[src/rtl/morse_encoder_if.sv]
// Character handshake plus serial Morse output bundle between a character source
// and the encoder.
interface morse_encoder_if;
    logic [7:0] char_in;
    logic       char_valid;
    logic       char_ready;
    logic       saida;
    logic       saida_valida;
    logic       ocupado;
    logic       erro;

    modport master (
        output char_in, char_valid,
        input  char_ready, saida, saida_valida, ocupado, erro
    );

    modport slave (
        input  char_in, char_valid,
        output char_ready, saida, saida_valida, ocupado, erro
    );
endinterface

[src/rtl/morse_encoder.sv]
// ASCII to 2-bit-per-symbol Morse serialiser: dot=11, dash=00, NC=10, NP=01.
// It accepts a new character in the last clock of the previous one, so output is gapless.
module morse_encoder #(
    parameter int BIT_CYCLES = 1,
    parameter bit LOWER_EN   = 1'b1
) (
    input logic            clock,
    input logic            reset,
    morse_encoder_if.slave bus
);
    localparam int HW = $clog2(BIT_CYCLES + 1);
    localparam logic [HW-1:0] HOLD_LOAD = HW'(BIT_CYCLES - 1);

    typedef enum logic {IDLE, SEND} state_t;

    state_t        state_reg;
    logic [9:0]    shift_reg;
    logic [3:0]    bits_left_reg;
    logic [HW-1:0] hold_reg;
    logic          saida_reg, valida_reg, ocupado_reg, erro_reg;

    logic [7:0] ch;
    logic [7:0] offs;
    logic       is_letter, is_space, supported;
    logic [2:0] sym_len;
    logic [3:0] sym_pat;
    logic [9:0] letter_code, load_code;
    logic [3:0] load_count;
    logic       last_tick, xfer, do_load;

    always_comb begin
        ch = bus.char_in;
        if (LOWER_EN && ch >= 8'h61 && ch <= 8'h7A)
            ch = ch & 8'hDF;
    end

    assign is_letter = (ch >= 8'h41) && (ch <= 8'h5A);
    assign is_space  = (ch == 8'h20);
    assign supported = is_letter | is_space;
    assign offs      = ch - 8'h41;

    // Pattern is left-aligned, first symbol in bit 3, 1 = dash.
    always_comb begin
        case (offs[4:0])
            5'd0:    {sym_len, sym_pat} = {3'd2, 4'b0100}; // A
            5'd1:    {sym_len, sym_pat} = {3'd4, 4'b1000}; // B
            5'd2:    {sym_len, sym_pat} = {3'd4, 4'b1010}; // C
            5'd3:    {sym_len, sym_pat} = {3'd3, 4'b1000}; // D
            5'd4:    {sym_len, sym_pat} = {3'd1, 4'b0000}; // E
            5'd5:    {sym_len, sym_pat} = {3'd4, 4'b0010}; // F
            5'd6:    {sym_len, sym_pat} = {3'd3, 4'b1100}; // G
            5'd7:    {sym_len, sym_pat} = {3'd4, 4'b0000}; // H
            5'd8:    {sym_len, sym_pat} = {3'd2, 4'b0000}; // I
            5'd9:    {sym_len, sym_pat} = {3'd4, 4'b0111}; // J
            5'd10:   {sym_len, sym_pat} = {3'd3, 4'b1010}; // K
            5'd11:   {sym_len, sym_pat} = {3'd4, 4'b0100}; // L
            5'd12:   {sym_len, sym_pat} = {3'd2, 4'b1100}; // M
            5'd13:   {sym_len, sym_pat} = {3'd2, 4'b1000}; // N
            5'd14:   {sym_len, sym_pat} = {3'd3, 4'b1110}; // O
            5'd15:   {sym_len, sym_pat} = {3'd4, 4'b0110}; // P
            5'd16:   {sym_len, sym_pat} = {3'd4, 4'b1101}; // Q
            5'd17:   {sym_len, sym_pat} = {3'd3, 4'b0100}; // R
            5'd18:   {sym_len, sym_pat} = {3'd3, 4'b0000}; // S
            5'd19:   {sym_len, sym_pat} = {3'd1, 4'b1000}; // T
            5'd20:   {sym_len, sym_pat} = {3'd3, 4'b0010}; // U
            5'd21:   {sym_len, sym_pat} = {3'd4, 4'b0001}; // V
            5'd22:   {sym_len, sym_pat} = {3'd3, 4'b0110}; // W
            5'd23:   {sym_len, sym_pat} = {3'd4, 4'b1001}; // X
            5'd24:   {sym_len, sym_pat} = {3'd4, 4'b1011}; // Y
            5'd25:   {sym_len, sym_pat} = {3'd4, 4'b1100}; // Z
            default: {sym_len, sym_pat} = {3'd0, 4'b0000};
        endcase
    end

    // Slot gi carries symbol gi, the NC marker right after the last symbol, else padding.
    generate
        for (genvar gi = 0; gi < 5; gi++) begin : g_slot
            if (gi < 4) begin : g_sym
                assign letter_code[9-2*gi -: 2] =
                    (3'(gi) < sym_len)  ? (sym_pat[3-gi] ? 2'b00 : 2'b11) :
                    (3'(gi) == sym_len) ? 2'b10 : 2'b00;
            end else begin : g_tail
                assign letter_code[9-2*gi -: 2] = (sym_len == 3'd4) ? 2'b10 : 2'b00;
            end
        end
    endgenerate

    assign load_code  = is_space ? 10'b01_0000_0000 : letter_code;
    assign load_count = is_space ? 4'd2 : ({sym_len, 1'b0} + 4'd2);

    assign last_tick      = (state_reg == SEND) && (hold_reg == '0) && (bits_left_reg == 4'd0);
    assign bus.char_ready = ~reset & ((state_reg == IDLE) | last_tick);
    assign xfer           = bus.char_valid & bus.char_ready;
    assign do_load        = xfer & supported;

    always_ff @(posedge clock or posedge reset) begin
        if (reset) begin
            state_reg     <= IDLE;
            shift_reg     <= '0;
            bits_left_reg <= '0;
            hold_reg      <= '0;
            saida_reg     <= 1'b0;
            valida_reg    <= 1'b0;
            ocupado_reg   <= 1'b0;
            erro_reg      <= 1'b0;
        end else begin
            erro_reg <= xfer & ~supported;
            if (do_load) begin
                state_reg     <= SEND;
                saida_reg     <= load_code[9];
                shift_reg     <= {load_code[8:0], 1'b0};
                bits_left_reg <= load_count - 4'd1;
                hold_reg      <= HOLD_LOAD;
                valida_reg    <= (BIT_CYCLES == 1);
                ocupado_reg   <= 1'b1;
            end else if (state_reg == SEND && hold_reg != '0) begin
                hold_reg   <= hold_reg - HW'(1);
                valida_reg <= (hold_reg == HW'(1));
            end else if (state_reg == SEND && bits_left_reg != 4'd0) begin
                saida_reg     <= shift_reg[9];
                shift_reg     <= {shift_reg[8:0], 1'b0};
                bits_left_reg <= bits_left_reg - 4'd1;
                hold_reg      <= HOLD_LOAD;
                valida_reg    <= (BIT_CYCLES == 1);
            end else begin
                state_reg   <= IDLE;
                saida_reg   <= 1'b0;
                valida_reg  <= 1'b0;
                ocupado_reg <= 1'b0;
            end
        end
    end

    assign bus.saida        = saida_reg;
    assign bus.saida_valida = valida_reg;
    assign bus.ocupado      = ocupado_reg;
    assign bus.erro         = erro_reg;
endmodule

[src/flat_wrapper.sv]
// flat-port wrapper written by rule: the top's interface ports become plain ports
module morse_encoder_flat 
#(
    parameter int BIT_CYCLES = 1,
    parameter bit LOWER_EN   = 1'b1
)
  (clock, reset, bus_char_in, bus_char_valid, bus_char_ready, bus_saida, bus_saida_valida, bus_ocupado, bus_erro);
  morse_encoder_if bus_i ();
  input logic clock;
  input logic reset;
  input wire logic [$bits(bus_i.char_in)-1:0] bus_char_in;
  input wire logic [$bits(bus_i.char_valid)-1:0] bus_char_valid;
  output wire logic [$bits(bus_i.char_ready)-1:0] bus_char_ready;
  output wire logic [$bits(bus_i.saida)-1:0] bus_saida;
  output wire logic [$bits(bus_i.saida_valida)-1:0] bus_saida_valida;
  output wire logic [$bits(bus_i.ocupado)-1:0] bus_ocupado;
  output wire logic [$bits(bus_i.erro)-1:0] bus_erro;
  assign bus_i.char_in = bus_char_in;
  assign bus_i.char_valid = bus_char_valid;
  assign bus_char_ready = bus_i.char_ready;
  assign bus_saida = bus_i.saida;
  assign bus_saida_valida = bus_i.saida_valida;
  assign bus_ocupado = bus_i.ocupado;
  assign bus_erro = bus_i.erro;
  morse_encoder #(.BIT_CYCLES(BIT_CYCLES), .LOWER_EN(LOWER_EN)) u_core (.clock(clock), .reset(reset), .bus(bus_i));
endmodule
[config.mk]
export PLATFORM = sky130hd
export DESIGN_NAME = morse_encoder_flat
export DESIGN_NICKNAME = d
export VERILOG_FILES = /design/src/rtl/morse_encoder_if.sv /design/src/rtl/morse_encoder.sv /design/src/flat_wrapper.sv
export SDC_FILE = /design/constraint.sdc
export NUM_CORES = 1
export LEC_CHECK = 0
export CORE_UTILIZATION = 30
export CTS_BUF_LIST = sky130_fd_sc_hd__clkbuf_8
export CTS_CLUSTER_DIAMETER = 60
export DETAILED_ROUTE_END_ITERATION = 12
export PLACE_DENSITY_LB_ADDON = 0.25
export SYNTH_ARGS = -nofsm -noshare
export SYNTH_HDL_FRONTEND = slang
export SYNTH_SLANG_ARGS = --single-unit
[constraint.sdc]
create_clock -name clock -period 6.1 [get_ports clock]
set_clock_uncertainty 0.2 [all_clocks]
set_input_delay 0.915 -clock clock [delete_from_list [all_inputs] [get_ports clock]]
set_output_delay 0.915 -clock clock [all_outputs]
set_load 0.05 [all_outputs]
-- Yosys cells after proc, flatten, opt, wreduce, memory -nomap -nowiden
Memories as Yosys holds them, arrays and structs flattened.
Index checks and enable logic that the tools add are counted.
- bitwise operators: 10
- $lt $le $gt $ge: 8
- mux-type cells: 34
- reduce and logical (&&, ||, !) cells: 13
- $add $sub $neg: 5
- equality and inequality tests: 7
- operators by type and width (operator ; count):
    10-bit 2-to-1 mux ; 4
    2-bit 2-to-1 mux ; 13
    8-bit by 7-bit >= comparator with 1-bit output, second input constant ; 2
    8-bit by 7-bit less-or-equal comparator with 1-bit output, second input constant ; 2
    4-bit 2-to-1 mux ; 4
    1-bit 2-to-1 mux ; 12
    8-bit by 6-bit == test with 1-bit output, second input constant ; 1
    4-bit by 1-bit subtractor with 4-bit output, second input constant ; 2
    2-bit by 3-bit == test with 1-bit output, first input constant ; 2
    1-bit logical AND ; 6
    1-bit by 3-bit less-than comparator with 1-bit output, first input constant ; 2
    2-bit by 3-bit less-than comparator with 1-bit output, first input constant ; 2
    6-bit 2-to-1 mux ; 1
    5-bit by 1-bit subtractor with 5-bit output, second input constant ; 1
    4-bit by 2-bit adder with 4-bit output, second input constant ; 1
    1-bit bitwise AND ; 4
    4-bit zero test ; 1
    2-bit by 1-bit inequality test with 1-bit output, second input constant ; 2
    1-bit inverter ; 4
    2-bit AND reduction ; 2
    4-bit nonzero test ; 1
    1-bit by 3-bit == test with 1-bit output, first input constant ; 1
    3-bit == test, second input constant ; 1
    3-bit zero test ; 1
    other kinds (4) ; 5
- memories kept: 1
- bits in read-only memories: 224
- logic and storage cells: 85
- register bits after elaboration: 19
- memories (memory ; depth ; bits a word ; read ports ; clocked after memory_dff ; wr ports ; RTL line ; source):
    (name not given) ; 32 ; 7 ; 1 ; 0 ; 0 ; morse_encoder.sv:44 ; case (offs[4:0])

-- Longest topological paths before layout
Gate-level depths: netlist of run 1.
An unclocked memory read counts as a cell.
- word-level depth: 10
- depth in mapped cells: 16
- depth with buffers taken out: 14

-- Worst setup path before layout of run 1
OpenSTA, ideal clock, no wires.
- kind: in2reg
- start point: in bus_char_in[1]
- end point: reg u_core.bits_left_reg[3]
- setup time: 0.120 ns
- setup slack: 2.424 ns
- stages on the path: 13
- buffers on the path: 3
- arrival time: 3.356 ns
- required time: 5.780 ns
- cells stage by stage: clkbuf_1 > inv_1 > ha_1 > buf_2 > buf_2 > mux2i_1 > mux2i_1 > nor2_1 > o32ai_2 > ha_1 > nand2b_1 > xnor2_1 > a31o_2
- cells in the longest elaborated chain, start to end: 9
- elaborated cells on any way between the ends: 19
- classes of those cells: 3 x add/sub; 4 x order compare; 2 x eq/ne; 3 x mux; 2 x bitwise; 4 x reduce/logical; 1 x memory
- ends and longest elaborated chain (item ; RTL line ; source):
    start, declared ; flat_wrapper.sv:11 ; input wire logic [$bits(bus_i.char_in)-1:0] bus_char_in;
    8-bit by 7-bit >= comparator with 1-bit output or 8-bit by 7-bit less-or-equal comparator with 1-bit output (tied branches) ; morse_encoder.sv:33 ; if (LOWER_EN && ch >= 8'h61 && ch <= 8'h7A)
    1-bit logical AND ; morse_encoder.sv:33 ;
    6-bit 2-to-1 mux (*) ; morse_encoder.sv:33 ;
    branches (longest 6 deep; another with memory read 32 x 7 bit) ; -- ;
    end signal, assigned ; morse_encoder.sv:112 ; bits_left_reg <= load_count - 4'd1;
    end signal, assigned ; morse_encoder.sv:122 ; bits_left_reg <= bits_left_reg - 4'd1;
    end, declared ; morse_encoder.sv:18 ; logic [3:0] bits_left_reg;
Every way passes the cells marked *.
A chain may end at the register's enable or synchronous reset.

-- Worst setup path in the final report of run 1
- start point: in bus_char_in[0]
- end point: reg u_core.bits_left_reg[3]
Same word-level chain as after synthesis.

==> results of run 1 <==
==> per-layer routing <==
layer	wire [um]	global-route usage, %	up-vias	part of all wire [%]
met2	2060	23.6	40	44
met4	35	3.16	0	0.75
met1	2410	22.5	844	52
met3	143	1.00	5	3.1
met5	0	0	-	0
li1	-	-	913	-
==> how the worst max path moves through the flow <==
| stage | endpoint | slack (ns) |
|---|---|---|
| 6_report | u_core.bits_left_reg[3]$_DFFE_PP0P_ | 1.47 |
| 5_1_grt | u_core.bits_left_reg[2]$_DFFE_PP0P_ | 1.06 |
| 4_1_cts | u_core.bits_left_reg[3]$_DFFE_PP0P_ | 1.49 |
| 3_5_place_dp | u_core.bits_left_reg[3]$_DFFE_PP0P_ | 1.25 |
| 3_3_place_gp | u_core.shift_reg[9]$_DFFE_PP0P_ | 1.35 |
| 2_1_floorplan | u_core.bits_left_reg[3]$_DFFE_PP0P_ | 2.42 |
==> metrics by stage <==
step | cells | util, %
global placement | 324 | 35.1
global route | 328 | 35.8
CTS | 328 | 35.8
floorplan | 245 | -
finish | 328 | 35.8
detailed placement | 324 | 35.1
==> cell type report <==
cell class | count | share of cell area (%)
clock buffers | 3 | 1.90
clock inverters | 1 | 0.173
inverters | 10 | 1.73
multi-input cells | 202 | 63.6
flip-flops and latches | 17 | 19.6
well taps | 75 | 4.32
repair buffers | 20 | 8.65
==> synthesized netlist by cell type, types with 2 or more instances <==
cell       n  share of area (%)
a31o_2     2               0.91
nor3b_1    2               0.78
ha_1      12                7.8
a31oi_1    5                1.6
inv_1     10                2.0
clkbuf_1   6                1.2
o211ai_1   2               0.78
a21oi_1   17                4.4
dfrtp_1   17                 22
nor3_1     6                1.6
o32ai_1    2               0.91
mux2i_1   12                6.3
or2_2      4                1.3
o22ai_1    4                1.3
o21ai_0   17                4.4
nor2b_1    4                1.3
xnor2_1    7                3.2
o31ai_1    3                1.2
nand2b_1   7                2.3
o311ai_0   2               0.91
a311oi_1   2               0.91
nor2_1    15                2.9
xor2_1     3                1.4
a41oi_1    2               0.91
a211oi_1   5                2.0
nand3b_1   2               0.78
buf_2      9                2.3
and2_1     6                2.0
nand2_1   28                5.5
nand3_1    4                1.0
a21o_1     2               0.78
a32oi_1    2               0.91
==> power by group through the flow <==
stage | clock network, W | registers, W | logic, W
finish | 0.0000822 | 0.000183 | 0.000324
global placement | 0 | 0.000185 | 0.000326
global route | 0.0000881 | 0.000191 | 0.000364
floorplan | 0 | 0.000215 | 0.000212
CTS | 0.0000846 | 0.000183 | 0.000328
detailed placement | 0 | 0.000185 | 0.000325
==> worst reg2reg max path, cell delays in order (launching register included) <==
cell and delay, ns:
dfrtp_1 0.42, or4_1 0.61, o21a_1 0.24, nor2_2 0.15, o211ai_1 0.14, a21oi_2 0.36, nand3_1 0.14, o21ai_0 0.12
ha_1 0.21, nand2_1 0.07, xnor2_1 0.13, nor2_1 0.09, a21oi_1 0.05
==> layout by cell type, fill, tap and decap left out, types with 3 or more instances in the layout <==
cell	netlist	routed
nand2_1	28	28
o21ai_0	17	17
dfrtp_1	17	17
a21oi_1	17	16
nor2_1	15	15
clkdlybuf4s50_1	0	15
mux2i_1	12	12
ha_1	12	12
inv_1	10	11
nand2b_1	7	7
xnor2_1	7	7
nor3_1	6	6
and2_1	6	6
a211oi_1	5	5
a31oi_1	5	5
buf_4	0	5
nor2b_1	4	4
or2_2	4	4
nand3_1	4	4
o22ai_1	4	4
o31ai_1	3	3
xor2_1	3	3
clkbuf_8	0	3
==> logic make-up after synthesis <==
logic type                 after synthesis  synth area share [%]
DFF                                     17                  22.2
AOI/OAI and AO/OA                       80                  28.7
adders and majority gates               12                  7.82
xor gates and xnor gates                11                  5.41
buffers and inverters                   26                  6.06
muxes                                   12                  6.26
and+or+nand+nor                         87                  23.6
==> impl_metrics.csv, run 1 <==
group,metric,value,unit
worst_setup_path,critical_path_class,"in2reg",
min_path,min_path_type,"reg2reg",
logic_synthesis,ys_async_sr_fraction,100,%
cells_and_area,stdcell_area,0.00217,sq mm
sta,fin_crit_sh,75.9,%
logic_synthesis,yosysUniqueCellTypes,56,
routing,wl_per_cell,14.2,um
sta,finalMaxSlewViolations,0,
min_path,hold_start,"u_core.state_reg$_DFFE_PP0P_",
logic_synthesis,syn-mean-instance-area,7.83,sq um
grt,grt_pass1_vias,1646,
grt,gr-total-overflow,0,
die,fp.dieH,82.0,um
worst_setup_path,worstPathRequired,6.04,ns
routing,dr.pass1.iters,5,
power_and_ir_drop,power_frac_seq,31.0,%
sta,finalSetupViolations,0,
clock_tree,tritoncts,"built",
cells_and_area,largest_reg_flops,8,
worst_setup_path,worst_setup_path_start_kind,"input pin",
clock_tree,cts-root-buf,"clkbuf_8",
power_and_ir_drop,total_switching_power,0.000254,W
worst_setup_path,cp-startpoint,"bus_char_in[0]",
job,max-cap-violations,0,
power_and_ir_drop,p_clk_share,13.9,%
min_path,hold_end,"u_core.hold_reg$_DFFE_PP0P_",
worst_setup_path,cp_cell_sequence,"clkdlybuf4s50_1, buf_4, inv_1, ha_1, nor3b_4, xnor2_1, a21oi_1, a21oi_1, ha_1, nand2b_1, xnor2_1, a31o_2",
cells_and_area,area_growth,13.1,%
min_path,min_path_cells,1,
logic_synthesis,ys_warn_count,0,
sta,timing.hold.ws,0.335,ns
worst_setup_path,r2r_start,"u_core.bits_left_reg[0]$_DFFE_PP0P_",
cells_and_area,diodes,0,
sta,min_period,4.63,ns
clock_tree,cts_resized,0,
sta,max_freq,216,MHz
routing,viasPerCell,5.49,
placed_design,dpl-instance-area,0.00213,sq mm
sta,worstMarginPinSlew,0.811,ns
routing,vias,1802,
power_and_ir_drop,power,0.000589,W
cells_and_area,drive_above_1_share,9.09,%
clock_tree,hold_buffers,0,
worst_setup_path,cp.arrival,4.57,ns
grt,globalRouteTotalUtil,15.1,%
power_and_ir_drop,netSwitchingFraction,43.2,%
power_and_ir_drop,p_int,0.000335,W
die,io_pins,16,
sta,maxSlewHeadroom,45.9,%
logic_synthesis,yosysSeqAreaShare,22.2,%
die,coreArea,0.00606,sq mm
worst_setup_path,critPathMaxFanout,27,
placed_design,hpwlAfterDp,3460,um
grt,antenna_found_initial,0,
logic_synthesis,synth-seq-cells,17,
logic_synthesis,syn_inst,245,
sta,rsz0062_at_grt,"false",
clock_tree,postCtsSetupRepairBufs,0,
logic_synthesis,synth_edf_count,0,
clock_tree,cts.path.max_buffers,2,
clock_tree,clkLatencyLatePin,0.25,ns
routing,drt-total-wl,4650,um
clock_tree,cts_buffers,3,
grt,grt_pass1_wl,7940,um
outcome,status,"finished clean",
die,start_util,31.7,%
routing,drt-initial-drc-count,84,
clock_tree,htree_levels,1,
die,rows,28,
logic_synthesis,synth_nets,268,
placed_design,pre_cts_ws,1.25,ns
grt,grt_max_degree,29,
worst_setup_path,reg2reg_to,"u_core.bits_left_reg[2]$_DFFE_PP0P_",
placed_design,port_buffers,15,
logic_synthesis,synthFlopType,"dfrtp_1",
die,die_x,82.0,um
sta,hold_viol,0,
sta,fin_ws,1.47,ns
power_and_ir_drop,leakagePower,0.881,nW
logic_synthesis,synth_area,0.00192,sq mm
worst_setup_path,slowest_stage,"ha_1",
clock_tree,numClockSinks,17,
die,die_area,0.00672,sq mm
cells_and_area,multiInputGateArea,0.00138,sq mm
power_and_ir_drop,ir_drop,0.000213,V
worst_setup_path,worstRegToRegCells,12,
routing,antenna_left,0,
worst_setup_path,critical_path.max_stage_delay,0.72,ns
clock_tree,path_clk_slew,0.06,ns
worst_setup_path,end_kind,"flip-flop",
sta,tns,0,ns
cells_and_area,fin_nets,277,
worst_setup_path,crit_buf_inv,3,
worst_setup_path,worst-path-stages,12,
cells_and_area,seqCellArea,425,sq um
power_and_ir_drop,power_frac_comb,55.0,%
worst_setup_path,cp_top_family,"adder cells",
worst_setup_path,r2r_slack,3.04,ns
power_and_ir_drop,power.density,272,mW/mm^2
routing,drc,0,
placed_design,routabilityCongestion,0.862,
cells_and_area,n_fill_cell,641,
No activity file was read; power rests on OpenSTA's default activity.
==> inputs of run 2 (changes only) <==
- clock period: 6.1 -> 4.8 ns (I/O delays scaled with it)
==> run 2 against run 1 <==
  * Cell count up 1.5%
  * Wire length up 2.1%
  * Sequential share of layout area decreased by 0.33 points
  * Non-clock buffer count up 5
  * Largest power group unchanged
  * Via count grew 0.67%
  * Combinational power is 28% higher
==> impl_metrics.csv, run 2 (synthesis gave the netlist of run 1 again) <==
group,metric,value,unit
outcome,status,"finished clean",
worst_setup_path,critical_path_class,"in2reg",
grt,globalRouteTotalUtil,15.6,%
worst_setup_path,worstPathRequired,4.75,ns
cells_and_area,final_common_cell,"nand2_1",
worst_setup_path,critical_path.max_stage_delay,0.41,ns
worst_setup_path,end_kind,"flip-flop",
clock_tree,clkLatencyLatePin,0.25,ns
sta,tns,0,ns
cells_and_area,diodes,0,
sta,maxSlewHeadroom,56.6,%
worst_setup_path,slowest_stage,"clkdlybuf4s50_1",
clock_tree,postCtsSetupRepairBufs,0,
cells_and_area,stdcell_area,0.00221,sq mm
cells_and_area,largest_reg_flops,8,
sta,worstMarginPinSlew,0.650,ns
clock_tree,htree_levels,1,
clock_tree,hold_buffers,0,
min_path,min_path_type,"reg2reg",
worst_setup_path,cp_top_family,"buffers and inverters",
clock_tree,cts_resized,0,
cells_and_area,drive_above_1_share,10.9,%
routing,wl_per_cell,14.3,um
routing,antenna_left,0,
routing,drt-initial-drc-count,67,
worst_setup_path,crit_buf_inv,3,
cells_and_area,fin_nets,282,
grt,gr-total-overflow,0,
placed_design,routabilityCongestion,0.862,
placed_design,dpl-instance-area,0.00216,sq mm
routing,drc,0,
routing,viasPerCell,5.45,
clock_tree,numClockSinks,17,
worst_setup_path,cp.arrival,3.66,ns
placed_design,hpwlAfterDp,3550,um
die,io_pins,16,
cells_and_area,final_util,36.4,%
die,fp.dieH,82.0,um
grt,grt_max_degree,27,
sta,max_freq,269,MHz
sta,min_period,3.72,ns
placed_design,port_buffers,15,
clock_tree,cts-root-buf,"clkbuf_8",
worst_setup_path,cp_cell_sequence,"clkdlybuf4s50_1, inv_1, ha_1, buf_4, nand2_1, or2_2, a31o_2, a21oi_1, ha_1, nand2b_1, xnor2_1, a31o_2",
clock_tree,cts_buffers,3,
die,die_x,82.0,um
sta,fin_crit_sh,77.5,%
sta,finalMaxSlewViolations,0,
routing,drt-total-wl,4750,um
power_and_ir_drop,power.density,339,mW/mm^2
clock_tree,path_clk_slew,0.06,ns
sta,hold_viol,0,
cells_and_area,layout_common_cells,"nand2_1 (28), o21ai_0 (17), dfrtp_1 (17)",
worst_setup_path,critPathMaxFanout,23,
routing,vias,1814,
worst_setup_path,worst_setup_path_start_kind,"input pin",
grt,antenna_found_initial,0,
sta,rsz0062_at_grt,"false",
grt,grt_pass1_wl,8200,um
die,rows,28,
power_and_ir_drop,leakagePower,0.905,nW
sta,finalSetupViolations,0,
job,max-cap-violations,0,
grt,grt_pass1_vias,1690,
sta,timing.hold.ws,0.328,ns
clock_tree,cts.path.max_buffers,2,
die,coreArea,0.00606,sq mm
routing,dr.pass1.iters,4,
clock_tree,tritoncts,"built",
cells_and_area,area_growth,15.1,%
die,start_util,31.7,%
die,die_area,0.00672,sq mm
power_and_ir_drop,ir_drop,0.000273,V
==> run 2: cell count changes in the layout (fill, tap and decap cells not counted) <==
cell   before  now
buf_4       5   10
==> run 2: layout make-up <==
| cell class | instances | area [sq um] |
|---|---|---|
| fill | 634 | 3850 |
| multi-input combinational | 202 | 1380 |
| sequential | 17 | 425 |
| timing repair buffer | 25 | 225 |
| tap | 75 | 93.8 |
| clock buffer | 3 | 41.3 |
| inverter | 10 | 37.5 |
| clock inverter | 1 | 3.75 |
==> run 2: power by group <==
part	total (W)	internal (W)	switching (W)
logic	0.000414	0.000174	0.000239
registers	0.000232	0.000197	0.0000348
clock network	0.000104	0.0000568	0.0000475
==> run 2: per-layer routing <==
| metal | global-route usage (%) | vias up | wire length, um |
|---|---|---|---|
| met3 | 0.778 | 6 | 155 |
| met5 | 0 | - | 0 |
| met4 | 5.26 | 0 | 59 |
| met2 | 25.5 | 42 | 2100 |
| li1 | - | 931 | - |
| met1 | 21.7 | 835 | 2440 |
==> run 2: final timing paths <==
path	to	slack, ns	from	cells past startpoint
setup / recovery	u_core.bits_left_reg[3]$_DFFE_PP0P_	1.08	bus_char_in[0]	12
hold / removal	u_core.hold_reg$_DFFE_PP0P_	0.33	u_core.state_reg$_DFFE_PP0P_	1
setup reg to reg	u_core.bits_left_reg[2]$_DFFE_PP0P_	1.82	u_core.bits_left_reg[2]$_DFFE_PP0P_	12
hold reg to reg	u_core.hold_reg$_DFFE_PP0P_	0.33	u_core.state_reg$_DFFE_PP0P_	1
max in group asynchronous	u_core.shift_reg[9]$_DFFE_PP0P_	3.27	reset	2
min in group asynchronous	u_core.hold_reg$_DFFE_PP0P_	0.71	reset	2
==> run 2: worst register-to-register path, cell delays in order (launching register included) <==
cell and delay, ns:
dfrtp_1 0.41, or4_1 0.61, o21a_1 0.24, nor2_2 0.14
o211ai_1 0.12, a21oi_2 0.38, nand3_1 0.12, o21ai_0 0.09
ha_1 0.20, nand2_1 0.07, xnor2_1 0.13, nor2_1 0.09
a21oi_1 0.05
==> run 2: per-stage QoR <==
stage | worst slack (ns) | instances | power [W]
after global placement | 0.849 | 329 | 0.000648
after global routing | 0.817 | 333 | 0.000816
after CTS | 1.08 | 333 | 0.000757
after detailed placement | 0.823 | 329 | 0.000646
after floorplan | 1.32 | 245 | 0.000543
final | 1.08 | 333 | 0.000750
